[config.mk]
export PLATFORM = sky130hd
export DESIGN_NAME = button_inputs
export DESIGN_NICKNAME = d
export VERILOG_FILES = /design/src/rtl/input_pkg.sv /design/src/rtl/button_channel.sv /design/src/rtl/button_inputs.sv
export SDC_FILE = /design/constraint.sdc
export NUM_CORES = 1
export LEC_CHECK = 0
export CORE_MARGIN = 5
export CORE_UTILIZATION = 25
export DETAILED_ROUTE_END_ITERATION = 10
export GPL_ROUTABILITY_DRIVEN = 0
export SYNTH_ARGS = -nofsm -noshare
export SYNTH_HDL_FRONTEND = slang
export SYNTH_SLANG_ARGS = --single-unit
[constraint.sdc]
create_clock -name clk -period 1.9 [get_ports clk]
set_clock_uncertainty 0.15 [all_clocks]
set_input_delay 0.57 -clock clk [delete_from_list [all_inputs] [get_ports clk]]
set_output_delay 0.57 -clock clk [all_outputs]
set_load 0.02 [all_outputs]
[src/rtl/input_pkg.sv]
// Shared constants and types for the push-button input controller.
package input_pkg;

  // Default filtering and auto-repeat timing, in sample ticks.
  localparam int DEBOUNCE_TICKS_DEF = 4;
  localparam int REPEAT_DELAY_DEF   = 8;
  localparam int REPEAT_RATE_DEF    = 2;

  // Button channel indices on btn_raw and the output vectors.
  localparam int BTN_FIRE  = 0;
  localparam int BTN_LEFT  = 1;
  localparam int BTN_RIGHT = 2;
  localparam int BTN_START = 3;

  // Auto-repeat state per channel.
  typedef enum logic [1:0] {
    IDLE   = 2'd0,
    DELAY  = 2'd1,
    REPEAT = 2'd2
  } repeat_state_t;

  // Larger of two integers, used to size the shared repeat tick counter.
  function automatic int max_int(input int a, input int b);
    return (a > b) ? a : b;
  endfunction

endpackage

[src/rtl/button_channel.sv]
// One button: 2-flop synchronizer, tick-gated debounce, press/release
// pulses and an auto-repeat FSM.
module button_channel
  import input_pkg::*;
#(
  parameter int DEBOUNCE_TICKS = DEBOUNCE_TICKS_DEF,
  parameter int REPEAT_DELAY   = REPEAT_DELAY_DEF,
  parameter int REPEAT_RATE    = REPEAT_RATE_DEF
) (
  input  logic clk,
  input  logic rst,
  input  logic clk_sample,
  input  logic btn_raw,
  output logic btn_level,
  output logic btn_press,
  output logic btn_release,
  output logic btn_repeat
);

  localparam int DB_W = $clog2(DEBOUNCE_TICKS);
  localparam int RC_W = $clog2(max_int(REPEAT_DELAY, REPEAT_RATE) + 1);

  localparam logic [DB_W-1:0] DB_LAST = DB_W'(DEBOUNCE_TICKS - 1);
  localparam logic [RC_W-1:0] DELAY_N = RC_W'(REPEAT_DELAY);
  localparam logic [RC_W-1:0] RATE_N  = RC_W'(REPEAT_RATE);

  logic            meta;
  logic            sync;
  logic [DB_W-1:0] db_cnt;
  logic [DB_W-1:0] db_cnt_next;
  logic            level_next;
  logic            accept;
  logic            press_next;
  logic            release_next;

  repeat_state_t   state;
  repeat_state_t   state_next;
  logic [RC_W-1:0] rcnt;
  logic [RC_W-1:0] rcnt_next;
  logic [RC_W-1:0] rcnt_inc;
  logic            repeat_next;

  // Bring the asynchronous pin level into the clk domain.
  always_ff @(posedge clk) begin
    if (!rst) begin
      meta <= 1'b0;
      sync <= 1'b0;
    end else begin
      meta <= btn_raw;
      sync <= meta;
    end
  end

  // Debounce: a level change is accepted after DEBOUNCE_TICKS consecutive
  // disagreeing samples; any agreeing sample restarts the count.
  always_comb begin
    db_cnt_next = db_cnt;
    level_next  = btn_level;
    accept      = 1'b0;
    if (clk_sample) begin
      if (sync == btn_level) begin
        db_cnt_next = '0;
      end else if (db_cnt == DB_LAST) begin
        db_cnt_next = '0;
        level_next  = ~btn_level;
        accept      = 1'b1;
      end else begin
        db_cnt_next = db_cnt + 1'b1;
      end
    end
  end

  assign press_next   = accept & ~btn_level;
  assign release_next = accept &  btn_level;

  // Register the debounced level together with its edge pulses so both
  // become visible in the same cycle.
  always_ff @(posedge clk) begin
    if (!rst) begin
      db_cnt      <= '0;
      btn_level   <= 1'b0;
      btn_press   <= 1'b0;
      btn_release <= 1'b0;
    end else begin
      db_cnt      <= db_cnt_next;
      btn_level   <= level_next;
      btn_press   <= press_next;
      btn_release <= release_next;
    end
  end

  assign rcnt_inc = rcnt + 1'b1;

  // Auto-repeat next state: pulse on press, after REPEAT_DELAY ticks, then
  // every REPEAT_RATE ticks; a release always wins over a due repeat.
  always_comb begin
    state_next  = state;
    rcnt_next   = rcnt;
    repeat_next = 1'b0;
    case (state)
      IDLE: begin
        if (press_next) begin
          repeat_next = 1'b1;
          rcnt_next   = '0;
          state_next  = DELAY;
        end
      end
      DELAY: begin
        if (release_next) begin
          rcnt_next  = '0;
          state_next = IDLE;
        end else if (clk_sample) begin
          if (rcnt_inc == DELAY_N) begin
            repeat_next = 1'b1;
            rcnt_next   = '0;
            state_next  = REPEAT;
          end else begin
            rcnt_next = rcnt_inc;
          end
        end
      end
      REPEAT: begin
        if (release_next) begin
          rcnt_next  = '0;
          state_next = IDLE;
        end else if (clk_sample) begin
          if (rcnt_inc == RATE_N) begin
            repeat_next = 1'b1;
            rcnt_next   = '0;
          end else begin
            rcnt_next = rcnt_inc;
          end
        end
      end
      default: begin
        rcnt_next  = '0;
        state_next = IDLE;
      end
    endcase
  end

  // Auto-repeat state register and registered repeat pulse.
  always_ff @(posedge clk) begin
    if (!rst) begin
      state      <= IDLE;
      rcnt       <= '0;
      btn_repeat <= 1'b0;
    end else begin
      state      <= state_next;
      rcnt       <= rcnt_next;
      btn_repeat <= repeat_next;
    end
  end

endmodule

[src/rtl/button_inputs.sv]
// Debounced, edge-detecting controller for the game push buttons; one
// independent channel per button.
module button_inputs
  import input_pkg::*;
#(
  parameter int N_BUTTONS      = 4,
  parameter int DEBOUNCE_TICKS = DEBOUNCE_TICKS_DEF,
  parameter int REPEAT_DELAY   = REPEAT_DELAY_DEF,
  parameter int REPEAT_RATE    = REPEAT_RATE_DEF
) (
  input  logic                 clk,
  input  logic                 rst,
  input  logic                 clk_sample,
  input  logic [N_BUTTONS-1:0] btn_raw,
  output logic [N_BUTTONS-1:0] btn_level,
  output logic [N_BUTTONS-1:0] btn_press,
  output logic [N_BUTTONS-1:0] btn_release,
  output logic [N_BUTTONS-1:0] btn_repeat
);

  for (genvar gi = 0; gi < N_BUTTONS; gi++) begin : g_chan
    button_channel #(
      .DEBOUNCE_TICKS(DEBOUNCE_TICKS),
      .REPEAT_DELAY  (REPEAT_DELAY),
      .REPEAT_RATE   (REPEAT_RATE)
    ) u_chan (
      .clk        (clk),
      .rst        (rst),
      .clk_sample (clk_sample),
      .btn_raw    (btn_raw[gi]),
      .btn_level  (btn_level[gi]),
      .btn_press  (btn_press[gi]),
      .btn_release(btn_release[gi]),
      .btn_repeat (btn_repeat[gi])
    );
  end

endmodule
---- Word level (Yosys, flattened, before mapping) ----
Cells that the tools add are included.
storage, ports and cells
  flip-flop bits (word level) ............. 56
  input bits .............................. 7
  logic and storage cells ................. 228
  output and inout port bits .............. 16
operators by class
  equal/unequal tests ..................... 44
  add/sub/neg operators ................... 8
  muxes and demuxes ....................... 108
  bitwise logic cells ..................... 16
  reduce and logical (&&, ||, !) cells .... 16
operator list
  cell                 number
  $mux 4               28
  $mux 2               28
  $pmux 4 s3           4
  $mux 1               40
  $ne 3x2->1 const B   8
  $pmux 2 s3           4
  $reduce_and 3->1     8
  $add 4x1->4 const B  4
  $eq 2x2->1 const B   8
  $eq 4x2->1 const B   4
  $eq 4x4->1 const B   4
  $ne 2x1->1 const B   8
  $reduce_and 4->1     4
  $ne 3x1->1 const B   4
  $pmux 1 s3           4
  $add 2x1->2 const B  4
  $and 1x1->1          8
  $eq 2x1->1 const B   4
  $logic_not 2->1      4
  $not 1->1            8
  $eq 1x1->1           4

---- Longest topological paths before layout ----
Gate-level depths: netlist of the first run.
  word-level depth ........................ 7
  mapped depth ............................ 7
  gate-level depth less buffers ........... 7

---- By module ----
From an unflattened synthesis of the first run, not the netlist that was laid out.
unflattened totals
  cell total of the unflattened synthesis .. 430
  area, all modules ....................... 3595.9 µm²
modules (own cells, without submodules)
  module                                  instances  cells each  seq. area each (µm²)  area each (µm²)
  button_channel at g_chan[0].u_chan ...  2          114         280.3                 952.2
  button_channel at g_chan[3].u_chan      1          101         280.3                 860.8
  button_channel at g_chan[2].u_chan      1          101         280.3                 830.8

---- Worst setup path after synthesis of the first run ----
Ideal clock, no wire load.
  path kind ............................... register to register
  start point ............................. register g_chan[3].u_chan.state[0]
  end point ............................... register g_chan[3].u_chan.rcnt[2]
  setup time .............................. 0.070 ns
  arrival time ............................ 1.724 ns
  clock period less this slack ............ 1.945 ns
  path slack .............................. -0.045 ns
  cell stages (with the launch flop) ...... 8
  path buffers ............................ 0
  required time ........................... 1.680 ns
  cell sequence ........................... dfxtp_1 > inv_1 > ha_1 > or2_1 > o221a_4 > nand2b_4 > or4_1 > a21oi_1
between the ends
  cells in the longest elaborated chain, start to end .. 3
  elaborated cells on any way between the ends .. 8
  classes of those cells .................. eq/ne: 5; mux: 1; reduce/logical: 2
ends and longest elaborated chain
  element                                                    line                   text
  from (decl)                                                button_channel.sv:36   repeat_state_t state;
  from (signal assigned)                                     button_channel.sv:149  state <= state_next;
  $eq 2x2->1 (tied with other cells)                         button_channel.sv:100  case (state)
  $ne 3x2->1 (no line) / $ne 2x1->1 (equally long branches)  n/a
  $reduce_and 3->1 (no line)                                 n/a
  to (signal assigned)                                       button_channel.sv:150  rcnt <= rcnt_next;
  to (decl)                                                  button_channel.sv:38   logic [RC_W-1:0] rcnt;
Several ways; a longest one is shown, not always the timed one.
A chain may end at the register's enable or synchronous reset.

---- Final worst setup path of the first run ----
Same ends and word-level chain as after synthesis.

==> metrics.csv, run 1 <==
stage,metric,value,unit
outcome,status,completed,
global_routing,vias in the first global route,3029,
detailed_routing,via-per-instance ratio,4.770,
synth,Syn Nets,442,
clocking,later-pin clock latency in the skew report,0.29,ns
detailed_routing,initial DRC count,187,
layout,Total Nets Final,497,
global_routing,initial antenna violation count,0,
synth,Synth Register Bits,56,
layout,layout cells sized above 1,24.35,%
placement,Setup WS pre-CTS,-0.7012,ns
min_path,min-delay src,g_chan[3].u_chan.meta,
worst_setup_path,CP Capture Type,flop,
sta,unrepaired setup endpoints after global routing,true,
global_routing,largest net degree at the start of global routing,30,
global_routing,first-pass GRT wire length,13610,µm
power,Peak supply drop,328.7,µV
min_path,hold path depth,1,
synth,mapped cell area,3357,µm²
synth,Post-synth top cells,"56 x dfxtp_1, 37 x nand2_1, 31 x ha_1, 29 x nor2_1, 28 x nand3_1",
placement,placed cell count,624,
synth,top-count cell post-synth,dfxtp_1,
layout,post-layout instance area,4424,µm²
clocking,CTS Root Buffer Type,clkbuf_16,
detailed_routing,drt pass-1 iters,4,
min_path,hold endpoint,g_chan[3].u_chan.sync,
worst_setup_path,FF-to-FF setup slack,0.02,ns
clocking,H-tree depth,2,
sta,Slew Limit Fails,0,
detailed_routing,wire per inst,12.57,µm
clocking,CTS tree,built,
synth,predominant post-synthesis flop cell,dfxtp_1,
layout,Fillers,1381,
synth,Synth warnings,0,
worst_setup_path,FF-to-FF End,g_chan[3].u_chan.rcnt[2],
layout,utilization after layout,33.54,%
sta,Fmax,531.4,MHz
sta,period utilization,99.05,%
worst_setup_path,Register-to-Register Path Depth,7,
global_routing,GRT overflow,0,
sta,Fin. Hold Viols,0,
placement,number of port buffers,22,
detailed_routing,Highest Signal Layer,met4,
worst_setup_path,RR Startpoint,g_chan[3].u_chan.state[0],
synth,post-synthesis cell type count,61,
die,CORE AREA,13190,µm²
worst_setup_path,Critical Path Source Type,flop,
sta,final worst setup slack,0.01802,ns
worst_setup_path,WP data arrival,1.96,ns
detailed_routing,DRT antenna net count,0,
clocking,clk sinks,56,
worst_setup_path,WS Path Type,flop to flop,
power,leakage power,1.762,nW
clocking,total CTS buffers,5,
clocking,Hold Buf Count CTS,0,
worst_setup_path,worst-path maximum fanout,3,
die,Ports,23,
placement,DP Area,4033,µm²
synth,post-synth top area share,33.40,%
die,chip height,125.9,µm
sta,setup TNS,0,ns
clocking,clock slew at reported path FFs,0.07,ns
die,floorplan row count,42,
clocking,Clock Tree Buf Depth,2,
layout,synth-to-layout area growth,31.79,%
detailed_routing,met2 wire length,4046,µm
detailed_routing,Remaining DRCs,0,
synth,top post-synthesis cells by area,"dfxtp_1 33%, ha_1 12%, nand3_1 4.2%, nand2_1 4.1%, buf_4 3.8%",
synth,share of synthesized registers carrying an async set or reset,0,%
synth,Synth area leader,dfxtp_1,
power,Power Density,578.4,nW/µm²
synth,Post-synth EDFFs,0,
layout,Antenna Cells,0,
detailed_routing,final WL,7995,µm
detailed_routing,met1 WL,3502,µm
placement,DP HPWL,5833,µm
run,MaxCap Viol Count,0,
sta,hold_ws,0.2885,ns
power,total power,2.559,mW
worst_setup_path,"Req. time, crit path",1.98,ns
sta,final number of setup-violating endpoints,0,
sta,Slew HR,77.41,%
die,width of the die,125.9,µm
layout,fin cells,636,
global_routing,GRT Util Overall,10.14,%
synth,syn_area_per_cell,8.309,µm²
sta,fin crit period,1.882,ns
die,die area,15850,µm²
detailed_routing,vias,3034,
min_path,Hold Crit Class,flop to flop,
die,initial core utilization,25.45,%
synth,"Seq/Total Area, Yosys",33.40,%
detailed_routing,met3 WL,313,µm
synth,Syn Inst Count,404,
sta,Slew @ Worst Pin,0.3303,ns
[worst max path at each step]
| stage | from | to | slack, ns | cells past startpoint |
|---|---|---|---|---|
| after floorplan | g_chan[3].u_chan.state[1] | g_chan[3].u_chan.rcnt[2] | 0.02 | 7 |
| after global placement | clk_sample | g_chan[2].u_chan.rcnt[3] | -0.66 | 7 |
| after detailed placement | clk_sample | g_chan[2].u_chan.state[0] | -0.70 | 7 |
| after CTS | clk_sample | g_chan[0].u_chan.state[1] | 0.004 | 8 |
| after global routing | g_chan[3].u_chan.state[0] | g_chan[3].u_chan.rcnt[3] | -0.05 | 7 |
| final | g_chan[3].u_chan.state[0] | g_chan[3].u_chan.rcnt[2] | 0.02 | 7 |
[layer usage]
metal | up-vias | track usage, %
met3 | 11 | 2.540
met1 | 1428 | 12.14
met2 | 50 | 17.93
met5 | - | 0
met4 | 0 | 2.965
li1 | 1545 | -
[layout by cell type (no fill, tap or decap), types with 4 or more instances in the layout]
cell type and count:
or4_1 4, a21oi_1 23, dlygate4sd2_1 17, o21ai_0 16
o22ai_1 4, nand2b_1 5, clkbuf_16 5, nand3_1 28
inv_1 23, and2_1 14, ha_1 18, nand4b_1 6
a22oi_1 4, nand3b_1 5, nor2_1 26, and3b_1 4
nor3_1 12, mux2i_1 5, dfxtp_2 7, buf_4 48
dfxtp_1 49, ha_2 11, clkdlybuf4s50_1 4, nand2_1 37
[critical path, stage by stage, from the launching register on]
cell and delay (ns):
dfxtp_2 0.35, inv_2 0.06, ha_4 0.16, or2_1 0.23, o221a_4 0.12, nand2b_4 0.14, or4_1 0.48, a21oi_1 0.13
[flip-flops by register name (all words and copies together) (netlist names)]
| signal | flops |
|---|---|
| g_chan.u_chan.btn_level | 4 |
| g_chan.u_chan.btn_press | 4 |
| g_chan.u_chan.btn_release | 4 |
| g_chan.u_chan.btn_repeat | 4 |
| g_chan.u_chan.db_cnt | 8 |
| g_chan.u_chan.meta | 4 |
| g_chan.u_chan.rcnt | 16 |
| g_chan.u_chan.state | 8 |
| g_chan.u_chan.sync | 4 |
[cell type report]
cell class | count | area (µm²) | share of cell area, %
clock buffers | 6 | 138.9 | 3.139
clock inverters | 2 | 38.79 | 0.8767
inverters | 27 | 102.6 | 2.319
multi-input cells | 293 | 2146 | 48.50
flip-flops and latches | 56 | 1130 | 25.54
well taps | 176 | 220.2 | 4.977
repair buffers | 76 | 648.1 | 14.65
[power by group]
part,leakage (nW),switching [mW],internal (mW),total [mW]
logic,1.22,0.127,0.145,0.272
clock network,0.0871,0.426,0.661,1.09
registers,0.456,0.0115,1.19,1.20
total,1.76,0.564,2.00,2.56
[repair_timing]
action	4_1_cts	5_1_grt
gates cloned	0	1
resized for setup	32	38
buffers inserted	1	2
setup endpoints to repair	44	21
pin swaps	2	5
[logic make-up after synthesis]
logic type	after synthesis	synth area share, %
simple gates	165	26.87
mux	5	1.491
fa+ha+maj	31	11.55
xor+xnor	2	0.5219
compound gates	90	18.04
buf+inv	55	8.125
flops	56	33.40
Power figures use the tool's default switching activity.
==> inputs of run 2 (changes only) <==
PLACE_DENSITY = 0.4   (was default)
==> run 2 against run 1 <==
Effect of this change: critical path depth did not move; via count increased by 1.5%; fmax grew 0.30%; final cell count rose by 4.6%; wire length up 6.2%; highest routed layer unchanged; critical path type unchanged; non-clock buffer count rose by 29; sequential power about the same.
==> metrics.csv, run 2 (synthesized netlist as in run 1, its figures left out) <==
stage,metric,value,unit,change
outcome,status,completed,,
sta,unrepaired setup endpoints after global routing,true,,
layout,utilization after layout,34.98,%,+1.4 points
die,initial core utilization,25.45,%,unchanged
detailed_routing,final WL,8489,µm,+6.2%
layout,Fillers,1367,,-1.0%
layout,"leading cell type in the layout, fill and taps excluded",buf_4,,
detailed_routing,met1 WL,3961,µm,+13%
detailed_routing,via-per-instance ratio,4.632,,-2.9%
min_path,hold endpoint,g_chan[2].u_chan.sync,,
min_path,hold path depth,1,,unchanged
clocking,clock slew at reported path FFs,0.07,ns,about the same
sta,fin crit period,1.876,ns,-0.005648 ns
layout,max reg flops,16,,unchanged
worst_setup_path,Register-to-Register Path Depth,7,,unchanged
sta,Fmax,533.0,MHz,+0.30%
die,Ports,23,,unchanged
placement,Setup WS pre-CTS,-0.6520,ns,+0.04920 ns
worst_setup_path,RR Startpoint,g_chan[3].u_chan.state[0],,
die,die area,15850,µm²,unchanged
placement,number of port buffers,22,,unchanged
global_routing,largest net degree at the start of global routing,30,,unchanged
global_routing,GRT overflow,0,,unchanged
sta,Slew @ Worst Pin,0.3586,ns,+0.02830 ns
detailed_routing,vias,3080,,+1.5%
layout,Total Nets Final,526,,+5.8%
clocking,CTS Root Buffer Type,clkbuf_16,,
layout,FF/Latch Area,1139,µm²,+0.78%
power,Power Density,530.5,nW/µm²,-8.3%
placement,placed cell count,641,,+2.7%
power,Peak supply drop,334.4,µV,+1.7%
worst_setup_path,WP data arrival,1.96,ns,about the same
power,leakage power,1.887,nW,+7.0%
layout,fin cells,665,,+4.6%
worst_setup_path,FF-to-FF setup slack,0.02,ns,about the same
worst_setup_path,Critical Path Slowest Stage Cell,or4_4,,
layout,Largest Register,g_chan.u_chan.rcnt,,
detailed_routing,wire per inst,12.77,µm,+1.5%
sta,hold_ws,0.2895,ns,+0.001008 ns
layout,biggest regs,"g_chan.u_chan.rcnt (16), g_chan.u_chan.db_cnt (8), g_chan.u_chan.state (8)",,
die,floorplan row count,42,,unchanged
sta,Slew Limit Fails,0,,unchanged
layout,most frequent cells in the layout,"77 x buf_4, 44 x dfxtp_1, 36 x nand2_1, 28 x nand3_1, 27 x nor2_1",,
detailed_routing,DRT antenna net count,0,,unchanged
die,chip height,125.9,µm,unchanged
placement,DP HPWL,6038,µm,+3.5%
global_routing,initial antenna violation count,0,,unchanged
clocking,later-pin clock latency in the skew report,0.30,ns,about the same
detailed_routing,Highest Signal Layer,met4,,
worst_setup_path,CP peak stage delay,0.48,ns,about the same
global_routing,first-pass GRT wire length,13930,µm,+2.3%
detailed_routing,drt pass-1 iters,5,,+1
worst_setup_path,WS Path Type,flop to flop,,
clocking,clk sinks,56,,unchanged
worst_setup_path,"Req. time, crit path",1.98,ns,about the same
layout,Antenna Cells,0,,unchanged
global_routing,vias in the first global route,2895,,-4.4%
worst_setup_path,crit path cell chain,"inv_4, ha_4, or2_1, o221a_4, nand2b_4, or4_4, a21oi_2",,
worst_setup_path,worst-path maximum fanout,4,,+1
clocking,Hold Buf Count CTS,0,,unchanged
min_path,min-delay src,g_chan[2].u_chan.meta,,
die,CORE AREA,13190,µm²,unchanged
detailed_routing,Remaining DRCs,0,,unchanged
power,total power,2.448,mW,-4.4%
clocking,Clock Tree Buf Depth,2,,unchanged
layout,layout cells sized above 1,29.45,%,+5.1 points
layout,multi-input logic area,2157,µm²,+0.52%
min_path,Hold Crit Class,flop to flop,,
worst_setup_path,CP Capture Type,flop,,
clocking,CTS tree,built,,
sta,final worst setup slack,0.02367,ns,+0.005648 ns
sta,Fin. Hold Viols,0,,unchanged
global_routing,GRT Util Overall,10.51,%,+0.36 points
run,MaxCap Viol Count,0,,unchanged
detailed_routing,met2 wire length,4198,µm,+3.8%
clocking,H-tree depth,2,,unchanged
sta,Slew HR,75.99,%,-1.4 points
worst_setup_path,Critical Path Source Type,flop,,
sta,final number of setup-violating endpoints,0,,unchanged
detailed_routing,initial DRC count,209,,+12%
clocking,total CTS buffers,5,,unchanged
worst_setup_path,FF-to-FF End,g_chan[3].u_chan.rcnt[2],,
layout,synth-to-layout area growth,37.46,%,
die,width of the die,125.9,µm,unchanged
sta,period utilization,98.75,%,-0.30 points
detailed_routing,met3 WL,208,µm,-34%
==> run 2: cell count changes in the layout (fill, tap and decap cells not counted), sizes merged <==
cell           before  now
bufinv              1    0
dlygate4sd2        17   16
clkdlybuf4s50       4    5
inv                26   28
buf                54   83
clkinv              2    1
==> run 2: power by group <==
part           internal, mW  switching, mW
Combinational         0.160          0.130
Sequential             1.19         0.0149
Clock                 0.494          0.460
Total                  1.84          0.605
==> run 2: worst max-delay path by stage <==
stage | start | end | slack, ns | cells after the start
after floorplan | g_chan[3].u_chan.state[1] | g_chan[3].u_chan.rcnt[2] | 0.02 | 7
after global placement | clk_sample | g_chan[3].u_chan.rcnt[2] | -0.62 | 7
after detailed placement | clk_sample | g_chan[3].u_chan.rcnt[2] | -0.65 | 7
after CTS | g_chan[3].u_chan.rcnt[3] | g_chan[3].u_chan.rcnt[3] | -0.05 | 4
after global routing | g_chan[3].u_chan.state[0] | g_chan[3].u_chan.rcnt[2] | -0.05 | 7
final | g_chan[3].u_chan.state[0] | g_chan[3].u_chan.rcnt[2] | 0.02 | 7
==> run 2: metrics by stage <==
stage                     setup TNS [ns]  instance area [µm²]
final                                  0                 4614
after global routing            -0.08377                 4614
after CTS                       -0.07507                 4375
after detailed placement          -15.73                 4148
after global placement            -15.39                 4148
after floorplan                        0                 3363
==> run 2: critical path, delay by kind of cell, from the launching register on <==
| family | cells | cell delay (ns) |
|---|---|---|
| simple gates | 3 | 0.83 |
| fa+ha+maj | 1 | 0.16 |
| flops | 1 | 0.38 |
| buf+inv | 1 | 0.05 |
| compound gates | 2 | 0.24 |
==> run 2: layer usage <==
layer  GRT usage [%]  vias up
met5               0        -
met4           3.218        0
met3           2.075       10
met2           18.34       35
met1           13.06     1440
li1                -     1595
==> run 2: what timing repair did <==
action / CTS / global route
endpoints found under the hold margin: 0 / 0
gates resized for setup: 33 / 47
setup endpoints to repair: 42 / 24
pin swaps: 8 / 12
buffers inserted: 6 / 11
==> run 2: final cells by class <==
cell class / instances / area share [%]
inverter: 27 / 2.305
tap: 176 / 4.772
sequential: 56 / 24.67
multi-input combinational: 293 / 46.75
timing repair buffer: 105 / 18.41
clock buffer: 6 / 2.793
clock inverter: 2 / 0.2983
==> inputs of run 3 (changes only) <==
HOLD_SLACK_MARGIN = 0.05   (was default)
==> results of run 3 <==
No change in the layout: final DEF, timing and power equal those of run 2.
